### config.mk
export PLATFORM = sky130hd
export DESIGN_NAME = gray_mem_arbiter
export DESIGN_NICKNAME = d
export VERILOG_FILES = /design/src/rtl/gray_pkg.sv /design/src/rtl/rd_tag_pipe.sv /design/src/rtl/gray_mem_arbiter.sv
export SDC_FILE = /design/constraint.sdc
export NUM_CORES = 1
export LEC_CHECK = 0
export BUFFER_PORTS_ARGS = -buffer_cell sky130_fd_sc_hd__buf_2
export CAP_MARGIN = 20
export CORE_AREA = 2 2 60 62
export CTS_BUF_LIST = sky130_fd_sc_hd__clkbuf_8
export CTS_CLUSTER_DIAMETER = 150
export DETAILED_ROUTE_END_ITERATION = 8
export DIE_AREA = 0 0 62 64
export PLACE_DENSITY = 0.78
export SETUP_SLACK_MARGIN = 0.1
export SLEW_MARGIN = 30
export SYNTH_ARGS = -nofsm -noshare
export SYNTH_HDL_FRONTEND = slang
export SYNTH_HIERARCHICAL = 1
export SYNTH_SLANG_ARGS = --single-unit
export TNS_END_PERCENT = 1
### constraint.sdc
create_clock -name clk -period 2.29 [get_ports clk]
set_input_delay 0 -clock clk [delete_from_list [all_inputs] [get_ports clk]]
set_output_delay 0 -clock clk [all_outputs]
set_load 0.02 [all_outputs]
### src/rtl/gray_pkg.sv
// Shared types and constants for the gray-image memory arbiter and its helpers.
package gray_pkg;

   localparam int IMG_W  = 128;
   localparam int ADDR_W = 14;
   localparam int PIX_W  = 8;

   typedef logic client_id_t;

   typedef enum logic [1:0] {
      ST_IDLE = 2'd0,
      ST_OWN0 = 2'd1,
      ST_OWN1 = 2'd2
   } arb_state_t;

   function automatic arb_state_t own_state(input client_id_t id);
      arb_state_t st;
      if (id == 1'b1) begin
         st = ST_OWN1;
      end else begin
         st = ST_OWN0;
      end
      return st;
   endfunction

endpackage

### src/rtl/rd_tag_pipe.sv
// Tracks which client issued each accepted read until its data returns from memory.
module rd_tag_pipe
   import gray_pkg::*;
#(
   parameter int DEPTH = 1
)(
   input  logic clk,
   input  logic reset,
   input  logic i_vld,
   input  logic i_id,
   output logic o_tail_vld,
   output logic o_tail_id,
   output logic o_busy
);

   logic [DEPTH-1:0] r_vld;
   logic [DEPTH-1:0] r_id;
   logic             w_busy;

   // Tag shift register, flushed so pre-reset beats never produce read data.
   always_ff @(posedge clk) begin
      if (!reset) begin
         r_vld <= {DEPTH{1'b0}};
         r_id  <= {DEPTH{1'b0}};
      end else begin
         r_vld[0] <= i_vld;
         r_id[0]  <= i_id;
         for (int k = 1; k < DEPTH; k++) begin
            r_vld[k] <= r_vld[k-1];
            r_id[k]  <= r_id[k-1];
         end
      end
   end

   // Busy covers only stages that will still hold a read after the next edge.
   always_comb begin
      w_busy = 1'b0;
      for (int k = 0; k < DEPTH - 1; k++) begin
         w_busy = w_busy | r_vld[k];
      end
   end

   assign o_tail_vld = r_vld[DEPTH-1];
   assign o_tail_id  = r_id[DEPTH-1];
   assign o_busy     = w_busy;

endmodule

### src/rtl/gray_mem_arbiter.sv
// Round-robin, burst-bounded sharing of the gray-image memory read port between two
// pixel engines; routes read data back to its issuer and aggregates frame completion.
module gray_mem_arbiter
   import gray_pkg::*;
#(
   parameter int MAX_BURST = 4,
   parameter int READ_LAT  = 1
)(
   input  logic              clk,
   input  logic              reset,
   output logic              mem_req,
   output logic [ADDR_W-1:0] mem_addr,
   input  logic              mem_ready,
   input  logic [PIX_W-1:0]  mem_data,
   input  logic              c0_req,
   input  logic [ADDR_W-1:0] c0_addr,
   output logic              c0_gnt,
   output logic              c0_rvalid,
   output logic [PIX_W-1:0]  c0_rdata,
   input  logic              c1_req,
   input  logic [ADDR_W-1:0] c1_addr,
   output logic              c1_gnt,
   output logic              c1_rvalid,
   output logic [PIX_W-1:0]  c1_rdata,
   input  logic              c0_done,
   input  logic              c1_done,
   output logic              finish
);

   localparam int               CNT_W    = $clog2(MAX_BURST) + 1;
   localparam logic [CNT_W-1:0] CNT_LAST = CNT_W'(MAX_BURST - 1);

   arb_state_t       r_state;
   arb_state_t       w_state_nxt;
   logic [CNT_W-1:0] r_burst_cnt;
   logic [CNT_W-1:0] w_burst_nxt;
   logic             r_rr_ptr;
   logic             w_rr_nxt;

   logic             w_req0;
   logic             w_req1;
   logic             w_win_vld;
   client_id_t       w_win_id;
   client_id_t       w_owner_id;
   logic             w_at_limit;
   logic             w_same_owner;
   logic             w_beat;

   logic             w_tail_vld;
   logic             w_tail_id;
   logic             w_pipe_busy;

   logic             r_c0_rvalid;
   logic             r_c1_rvalid;
   logic [PIX_W-1:0] r_c0_rdata;
   logic [PIX_W-1:0] r_c1_rdata;
   logic             r_finish;

   // A client that has finished its frame no longer competes for the port.
   assign w_req0     = c0_req & ~c0_done;
   assign w_req1     = c1_req & ~c1_done;
   assign w_at_limit = (r_burst_cnt == CNT_LAST);
   assign w_owner_id = (r_state == ST_OWN1);

   // Winner selection from current ownership, burst budget and round-robin pointer.
   always_comb begin
      w_win_vld = 1'b0;
      w_win_id  = 1'b0;
      case (r_state)
         ST_OWN0: begin
            if (w_req0 && !(w_req1 && w_at_limit)) begin
               w_win_vld = 1'b1;
               w_win_id  = 1'b0;
            end else if (w_req1) begin
               w_win_vld = 1'b1;
               w_win_id  = 1'b1;
            end else begin
               w_win_vld = 1'b0;
               w_win_id  = 1'b0;
            end
         end
         ST_OWN1: begin
            if (w_req1 && !(w_req0 && w_at_limit)) begin
               w_win_vld = 1'b1;
               w_win_id  = 1'b1;
            end else if (w_req0) begin
               w_win_vld = 1'b1;
               w_win_id  = 1'b0;
            end else begin
               w_win_vld = 1'b0;
               w_win_id  = 1'b0;
            end
         end
         default: begin
            if (w_req0 && w_req1) begin
               w_win_vld = 1'b1;
               w_win_id  = r_rr_ptr;
            end else if (w_req0 || w_req1) begin
               w_win_vld = 1'b1;
               w_win_id  = w_req1;
            end else begin
               w_win_vld = 1'b0;
               w_win_id  = 1'b0;
            end
         end
      endcase
   end

   assign w_beat       = w_win_vld & mem_ready;
   assign w_same_owner = (r_state != ST_IDLE) && (w_win_id == w_owner_id);

   assign mem_req  = w_win_vld;
   assign mem_addr = !w_win_vld ? {ADDR_W{1'b0}} : (w_win_id ? c1_addr : c0_addr);
   assign c0_gnt   = w_beat & (w_win_id == 1'b0);
   assign c1_gnt   = w_beat & (w_win_id == 1'b1);

   // Ownership only moves on an accepted beat; a stalled request freezes everything.
   always_comb begin
      w_state_nxt = r_state;
      w_burst_nxt = r_burst_cnt;
      w_rr_nxt    = r_rr_ptr;
      if (w_beat) begin
         w_state_nxt = own_state(w_win_id);
         w_rr_nxt    = ~w_win_id;
         if (!w_same_owner) begin
            w_burst_nxt = {CNT_W{1'b0}};
         end else if (w_at_limit) begin
            w_burst_nxt = r_burst_cnt;
         end else begin
            w_burst_nxt = r_burst_cnt + CNT_W'(1);
         end
      end else if (!w_win_vld) begin
         w_state_nxt = ST_IDLE;
         w_burst_nxt = {CNT_W{1'b0}};
      end else begin
         w_state_nxt = r_state;
         w_burst_nxt = r_burst_cnt;
      end
   end

   // Arbitration state registers.
   always_ff @(posedge clk) begin
      if (!reset) begin
         r_state     <= ST_IDLE;
         r_burst_cnt <= {CNT_W{1'b0}};
         r_rr_ptr    <= 1'b0;
      end else begin
         r_state     <= w_state_nxt;
         r_burst_cnt <= w_burst_nxt;
         r_rr_ptr    <= w_rr_nxt;
      end
   end

   rd_tag_pipe #(
      .DEPTH (READ_LAT)
   ) u_tag_pipe (
      .clk        (clk),
      .reset      (reset),
      .i_vld      (w_beat),
      .i_id       (w_win_id),
      .o_tail_vld (w_tail_vld),
      .o_tail_id  (w_tail_id),
      .o_busy     (w_pipe_busy)
   );

   // Read data capture and routing; the idle client's data register holds its last value.
   always_ff @(posedge clk) begin
      if (!reset) begin
         r_c0_rvalid <= 1'b0;
         r_c1_rvalid <= 1'b0;
         r_c0_rdata  <= {PIX_W{1'b0}};
         r_c1_rdata  <= {PIX_W{1'b0}};
      end else begin
         r_c0_rvalid <= w_tail_vld & (w_tail_id == 1'b0);
         r_c1_rvalid <= w_tail_vld & (w_tail_id == 1'b1);
         if (w_tail_vld && (w_tail_id == 1'b0)) begin
            r_c0_rdata <= mem_data;
         end
         if (w_tail_vld && (w_tail_id == 1'b1)) begin
            r_c1_rdata <= mem_data;
         end
      end
   end

   // The read sitting at the pipe tail is delivered on the same edge finish can rise.
   always_ff @(posedge clk) begin
      if (!reset) begin
         r_finish <= 1'b0;
      end else begin
         r_finish <= r_finish | (c0_done & c1_done & ~w_pipe_busy & ~w_win_vld);
      end
   end

   assign c0_rvalid = r_c0_rvalid;
   assign c1_rvalid = r_c1_rvalid;
   assign c0_rdata  = r_c0_rdata;
   assign c1_rdata  = r_c1_rdata;
   assign finish    = r_finish;

endmodule

==> impl_results.rst, run 1 <==
.. list-table::
   :header-rows: 1

   * - Metric
     - Value
   * - Fin Hold WS
     - -0.002877 ns
   * - Post-layout instance area
     - 2013 um^2
   * - Unrepaired setup endpoints after global routing
     - yes
   * - Pre-CTS setup slack
     - 0.1656 ns
   * - Clock tree from TritonCTS
     - built
   * - Clock latency on the worst-skew pair
     - 0.26 ns
   * - Root buffer cell
     - clkbuf_8
   * - Mean instance size in the synthesized netlist
     - 8.256 um^2
   * - Setup TNS after final layout
     - 0 ns
   * - Synth Flop Type
     - dfxtp_1
   * - Post-synth cell types
     - 32
   * - Post-synth top area share
     - 38.06%
   * - Via count of the first global-routing pass
     - 1340
   * - Die height
     - 64 um
   * - Static power due to leakage
     - 1.025 nW
   * - Critical path capture point type
     - primary output
   * - Number of vias after detailed routing
     - 1455
   * - Clock tree skew after final layout
     - 0.003318 ns
   * - Max-cap viol count
     - 0
   * - Total routing usage reported by global routing
     - 18.22%
   * - Mapped cell area
     - 1420 um^2
   * - Total CTS buffers
     - 3
   * - Final count of negative-setup-slack endpoints
     - 0
   * - Outcome
     - finished, violations left
   * - Via density per instance
     - 4.786
   * - Share of synthesized flip-flops with an asynchronous set or reset
     - 0%
   * - Failing checks
     - hold timing
   * - Number of cells produced by synthesis
     - 172
   * - Number of sinks driven by the clock tree
     - 27
   * - Class of the most critical hold timing path
     - input pin to flip-flop
   * - DRC Markers
     - 0
   * - Half-perimeter wire length after detailed placement
     - 2.630 mm
   * - Fill cells
     - 309
   * - Number of synthesized flops with an enable pin
     - 0
   * - IR drop worst, VDD
     - 224.2 uV
   * - Number of warnings issued by yosys
     - 6
   * - Floorplan core area
     - 3284 um^2
   * - Pin count of the biggest net entering global routing
     - 24
   * - Depth of the CTS H-tree
     - 1
   * - Worst slew slack as a fraction of its limit
     - 63.66%
   * - Effective utilization at floorplan
     - 43.24%
   * - Cell area after placement
     - 1822 um^2
   * - Final hold violation count
     - 1
   * - Global-route wire length before repair
     - 5.658 mm
   * - Post-synthesis register bit count
     - 27
   * - Max frequency
     - 447.8 MHz
   * - Ranking of synthesized cells by area
     - dfxtp_1, mux2i_1, a21boi_0
   * - Pre-antenna DRT Iters
     - 4
   * - Post-layout min period
     - 2.233 ns
   * - Crit path setup slack, layout
     - 0.05668 ns
   * - Clock Tree Buf Depth
     - 2
   * - Library cell with the largest summed area after synthesis
     - dfxtp_1
   * - Total area of sequential cells
     - 544.3 um^2
   * - Overall die area
     - 3968 um^2
   * - Number of pins with negative max-slew slack in the final report
     - 0
   * - Number of antenna-violating nets in the routed design
     - 0
   * - I/O Buffers
     - 78
   * - Global-route congestion overflow total
     - 0
   * - Antenna violations before repair
     - 0
   * - Critical path type
     - flip-flop to primary output
   * - Cell Pwr Density
     - 487.5 nW/um^2
   * - # diodes
     - 0
   * - Total detailed-routing wirelength
     - 3.670 mm
   * - Total number of nets in the final design
     - 307
   * - First DRT Iteration DRCs
     - 47
   * - # rows
     - 21
   * - Area growth from synthesis to final layout
     - 41.76%
   * - Sequential area share after synthesis
     - 38.06%
   * - Global placer's final weighted congestion
     - 0.8112
   * - Data required time of the worst path
     - 2.29 ns
   * - Slew at the pin closest to its max-slew limit
     - 0.5439 ns
   * - Crit path DAT
     - 2.23 ns
   * - Post-Syn Nets
     - 220
   * - Top Ports
     - 79
   * - Die outline width
     - 62 um
   * - Slack of the worst reg-to-reg path
     - 0.16 ns
   * - Layout cells sized above 1
     - 40.70%
   * - Reg clk slew, reported paths
     - 0.09 ns
   * - Area of the multi-input gates
     - 812.0 um^2
   * - Maximum fanout count along the critical path
     - 8
   * - Element type at the critical path start
     - flip-flop
   * - Final cycle utilization of the critical path
     - 97.52%
   * - Wirelength per Cell
     - 12.07 um
[report_power, final]
| part | total (mW) | internal (mW) | switching (mW) |
|---|---|---|---|
| combinational | 0.234 | 0.108 | 0.126 |
| clock | 0.257 | 0.120 | 0.137 |
| sequential | 0.491 | 0.481 | 0.00966 |
| total | 0.981 | 0.709 | 0.273 |
[critical path, cell delays in order (launching register included)]
cell and delay, ns:
dfxtp_2 0.34, inv_2 0.05, ha_4 0.24, or4b_4 0.52
o211ai_2 0.10, or2_4 0.18, buf_8 0.14, mux2i_1 0.18
nor2_1 0.06, buf_2 0.16
[stage by stage]
step | power [mW] | instances | util (%)
3_3_place_gp | 0.7053 | 289 | 55.47
4_1_cts | 0.9822 | 302 | 60.61
3_5_place_dp | 0.7076 | 289 | 55.47
2_1_floorplan | 0.6310 | 172 | -
5_1_grt | 1.035 | 304 | 61.30
6_report | 0.9814 | 304 | 61.30
[Yosys cell counts, types with 2 or more instances]
master and instances:
a21boi_0 16, a21oi_1 3, and2_1 3, buf_4 2, clkbuf_1 6, dfxtp_1 27, ha_1 5, inv_1 7
mux2i_1 14, nand2_1 28, nand2b_1 3, nand3_1 8, nor2_1 24, nor2b_1 3, o21ai_0 4, o2bb2ai_1 3
[placed cells by master (no fill, tap or decap), types with 4 or more instances in the layout]
cell type,count
inv_1,6
nor2_1,24
nand2_1,28
mux2i_1,14
dfxtp_1,24
dlygate4sd3_1,4
buf_2,75
o21ai_0,4
a21boi_0,16
nand3_1,8
buf_4,10
[routing by layer]
| layer | track usage (%) | up-vias | part of all wire (%) |
|---|---|---|---|
| li1 | - | 747 | - |
| met2 | 32.81 | 56 | 51 |
| met5 | 0 | - | 0 |
| met3 | 2.834 | 6 | 6.0 |
| met4 | 4.521 | 0 | 1.5 |
| met1 | 21.56 | 646 | 41 |
[state kept, by name (all words and copies together) (netlist names)]
name,count
u_tag_pipe/o_tail_id,1
r_state,2
finish,1
c0_rdata,8
r_burst_cnt,3
c1_rvalid,1
c1_rdata,8
u_tag_pipe/o_tail_vld,1
c0_rvalid,1
r_rr_ptr,1
[final timing paths]
path                                     start        endpoint  cells past startpoint
worst max-delay path                r_state[1]     mem_addr[3]                      9
worst min-delay path               mem_data[1]     c0_rdata[1]                      3
worst max register to register  r_burst_cnt[0]  r_burst_cnt[0]                      9
worst min register to register     c0_rdata[0]     c0_rdata[0]                      2
[repair_timing]
action,CTS,global route
buffers inserted,5,1
resized for setup,17,2
cloned,1,0
hold buffers,3,1
setup endpoints to repair,16,19
hold endpoints to repair,3,1
pin swaps,4,1
[area by class of cell]
cell class | count | area share [%]
inverters | 7 | 1.305
clock buffers | 3 | 2.051
multi-input cells | 128 | 40.34
flip-flops and latches | 27 | 27.04
clock inverters | 1 | 0.1865
well taps | 46 | 2.859
repair buffers | 92 | 26.23
[logic make-up after synthesis]
| logic type | Yosys count | share of synthesized area [%] |
|---|---|---|
| adders and majority gates | 5 | 4.405 |
| DFF | 27 | 38.06 |
| AOI/OAI and AO/OA | 30 | 15.51 |
| muxes | 14 | 9.868 |
| other | 1 | 0.2641 |
| and+or+nand+nor | 78 | 25.20 |
| buffers and inverters | 17 | 6.696 |
(Power assumes the default switching activity.)
==> inputs of run 2 (changes only) <==
Settings changed: CORE_AREA 2 2 60 62 to 2 2 62 64, DIE_AREA 0 0 62 64 to 0 0 64 66, PLACE_DENSITY 0.78 to 0.76.
Clock period 2.29 ns to 2 ns, I/O delays scaled along.
==> impl_results.rst, run 2 (synthesized netlist as in run 1, its figures left out) <==
.. list-table::
   :header-rows: 1

   * - Metric
     - Value
   * - Outcome
     - finished, violations left
   * - Failing checks
     - setup timing
   * - Clock Tree Buf Depth
     - 2 (unchanged)
   * - Cell Pwr Density
     - 536.2 nW/um^2 (+10%)
   * - Die height
     - 66 um (+3.1%)
   * - Maximum single-stage delay on the critical path
     - 0.48 ns (-0.04 ns)
   * - Final count of negative-setup-slack endpoints
     - 16 (+16)
   * - Area growth from synthesis to final layout
     - 54.45%
   * - Via density per instance
     - 4.766 (-0.43%)
   * - Total CTS buffers
     - 3 (unchanged)
   * - Antenna violations before repair
     - 0 (unchanged)
   * - Wirelength per Cell
     - 12.72 um (+5.4%)
   * - Reg clk slew, reported paths
     - 0.09 ns (about the same)
   * - Maximum fanout count along the critical path
     - 4 (-4)
   * - Number of sinks driven by the clock tree
     - 27 (unchanged)
   * - Floorplan core area
     - 3551 um^2 (+8.1%)
   * - DRC Markers
     - 0 (unchanged)
   * - Number of pins with negative max-slew slack in the final report
     - 0 (unchanged)
   * - Total number of nets in the final design
     - 317 (+3.3%)
   * - # rows
     - 22 (+4.8%)
   * - I/O Buffers
     - 78 (unchanged)
   * - Worst hold path stage count
     - 3 (unchanged)
   * - Placed insts
     - 299 (+3.5%)
   * - Pin count of the biggest net entering global routing
     - 24 (unchanged)
   * - CP Cell Sequence
     - inv_2 > ha_4 > or4b_4 > o211ai_2 > or2_4 > clkbuf_16 > mux2i_1 > nor2_1 > buf_4
   * - Static power due to leakage
     - 1.088 nW (+6.1%)
   * - Half-perimeter wire length after detailed placement
     - 2.742 mm (+4.3%)
   * - Commonest non-fill, non-tap cells in the layout
     - buf_2, nand2_1, nor2_1, dfxtp_1, buf_4
   * - First DRT Iteration DRCs
     - 94 (+100%)
   * - Final hold violation count
     - 0 (-1)
   * - Critical path type
     - flip-flop to primary output
   * - Overall die area
     - 4224 um^2 (+6.5%)
   * - Crit path setup slack, layout
     - -0.2636 ns (-0.3202 ns)
   * - Commonest non-fill, non-tap cell in the layout
     - buf_2
   * - Depth of the CTS H-tree
     - 1 (unchanged)
   * - Crit path DAT
     - 2.26 ns (+0.03 ns)
   * - Total detailed-routing wirelength
     - 4.019 mm (+9.5%)
   * - # diodes
     - 0 (unchanged)
   * - Global-route wire length before repair
     - 5.892 mm (+4.1%)
   * - Slowest stage cell, crit path
     - or4b_4
   * - Pre-antenna DRT Iters
     - 4 (unchanged)
   * - Global placer's final weighted congestion
     - 0.8859 (+9.2%)
   * - Max-cap viol count
     - 0 (unchanged)
   * - Element type at the critical path start
     - flip-flop
   * - Root buffer cell
     - clkbuf_8
   * - Top Ports
     - 79 (unchanged)
   * - Die outline width
     - 64 um (+3.2%)
   * - Layout cells sized above 1
     - 44.40% (+3.7 points)
   * - Number of antenna-violating nets in the routed design
     - 0 (unchanged)
   * - Unrepaired setup endpoints after global routing
     - yes
   * - Reg2reg path depth
     - 9 (unchanged)
   * - Pre-CTS setup slack
     - -0.09599 ns (-0.2616 ns)
   * - Worst slew slack as a fraction of its limit
     - 60.94% (-2.7 points)
   * - Class of the most critical hold timing path
     - input pin to flip-flop
   * - Slew at the pin closest to its max-slew limit
     - 0.5848 ns (+0.04083 ns)
   * - Clock tree from TritonCTS
     - built
   * - Post-layout min period
     - 2.264 ns
   * - Data required time of the worst path
     - 2.00 ns (-0.29 ns)
   * - Non-Filler Instances
     - 316 (+3.9%)
   * - Critical path capture point type
     - primary output
   * - IR drop worst, VDD
     - 411.7 uV (+84%)
   * - Clock tree skew after final layout
     - 0.003171 ns (-0.0001467 ns)
   * - Final cycle utilization of the critical path
     - 113.2%
   * - Via count of the first global-routing pass
     - 1427 (+6.5%)
   * - Number of vias after detailed routing
     - 1506 (+3.5%)
   * - Effective utilization at floorplan
     - 39.99% (-3.2 points)
   * - Max frequency
     - 441.8 MHz
   * - Global-route congestion overflow total
     - 0 (unchanged)
   * - Total routing usage reported by global routing
     - 17.55% (-0.67 points)
   * - Clock latency on the worst-skew pair
     - 0.27 ns (about the same)
## run 2: cell count changes in the layout (fill, tap and decap cells not counted), moves of 2 or more
cell           change
buf_2              -3
ha_4               +2
dlygate4sd3_1      +3
buf_4              +9
inv_1              -2
## run 2: worst paths after layout
check	slack, ns	endpoint	start
max	-0.26	mem_addr[13]	r_state[1]
min	0.01	c0_rdata[3]	mem_data[3]
max reg2reg	0.01	r_burst_cnt[1]	r_burst_cnt[0]
min reg2reg	0.46	c1_rdata[7]	c1_rdata[7]
## run 2: metrics by stage
| step | power, mW | util [%] | setup TNS [ns] | hold slack (ns) | area, um^2 |
|---|---|---|---|---|---|
| 6_report | 1.176 | 61.77 | -3.583 | 0.01279 | 2193 |
| 4_1_cts | 1.171 | 60.01 | -4.033 | 0.006556 | 2131 |
| 5_1_grt | 1.234 | 61.77 | -4.899 | 0.02444 | 2193 |
| 2_1_floorplan | 0.7236 | - | -0.3713 | 0.1217 | 1425 |
| 3_5_place_dp | 0.8234 | 53.56 | -1.370 | 0.2718 | 1902 |
| 3_3_place_gp | 0.8188 | 53.56 | -0.7702 | 0.2656 | 1902 |
## run 2: critical path, delay by kind of cell (launching register included)
family	cells	cell delay, ns
AOI/OAI and AO/OA	1	0.10
adders and majority gates	1	0.23
buffers and inverters	3	0.37
DFF	1	0.34
muxes	1	0.18
and+or+nand+nor	3	0.77
## run 2: area by class of cell
class,instances,area [um^2]
fillers,320,1358
flip-flops and latches,27,545.5
well taps,48,60.06
multi-input cells,128,855.8
repair buffers,102,656.9
inverters,7,26.28
clock inverters,1,7.507
clock buffers,3,41.29
## run 2: layer usage
metal  share of wire (%)  GRT usage [%]
met5                   0              0
met4                 1.3          4.620
met3                 4.9          4.089
met2                  53          33.85
met1                  41          19.02
## run 2: where the power goes
part	switching, mW	leakage (nW)	internal [mW]
logic	0.157	0.846	0.149
registers	0.00864	0.221	0.551
clock network	0.170	0.0217	0.141
total	0.336	1.09	0.841
## run 2: what timing repair did
item | CTS | global route
hold buffers | 7 | 0
hold endpoints to repair | 9 | 0
buffers inserted | 1 | 3
setup endpoints to repair | 23 | 22
cloned | 1 | 1
pin swaps | 4 | 5
gates resized for setup | 21 | 6
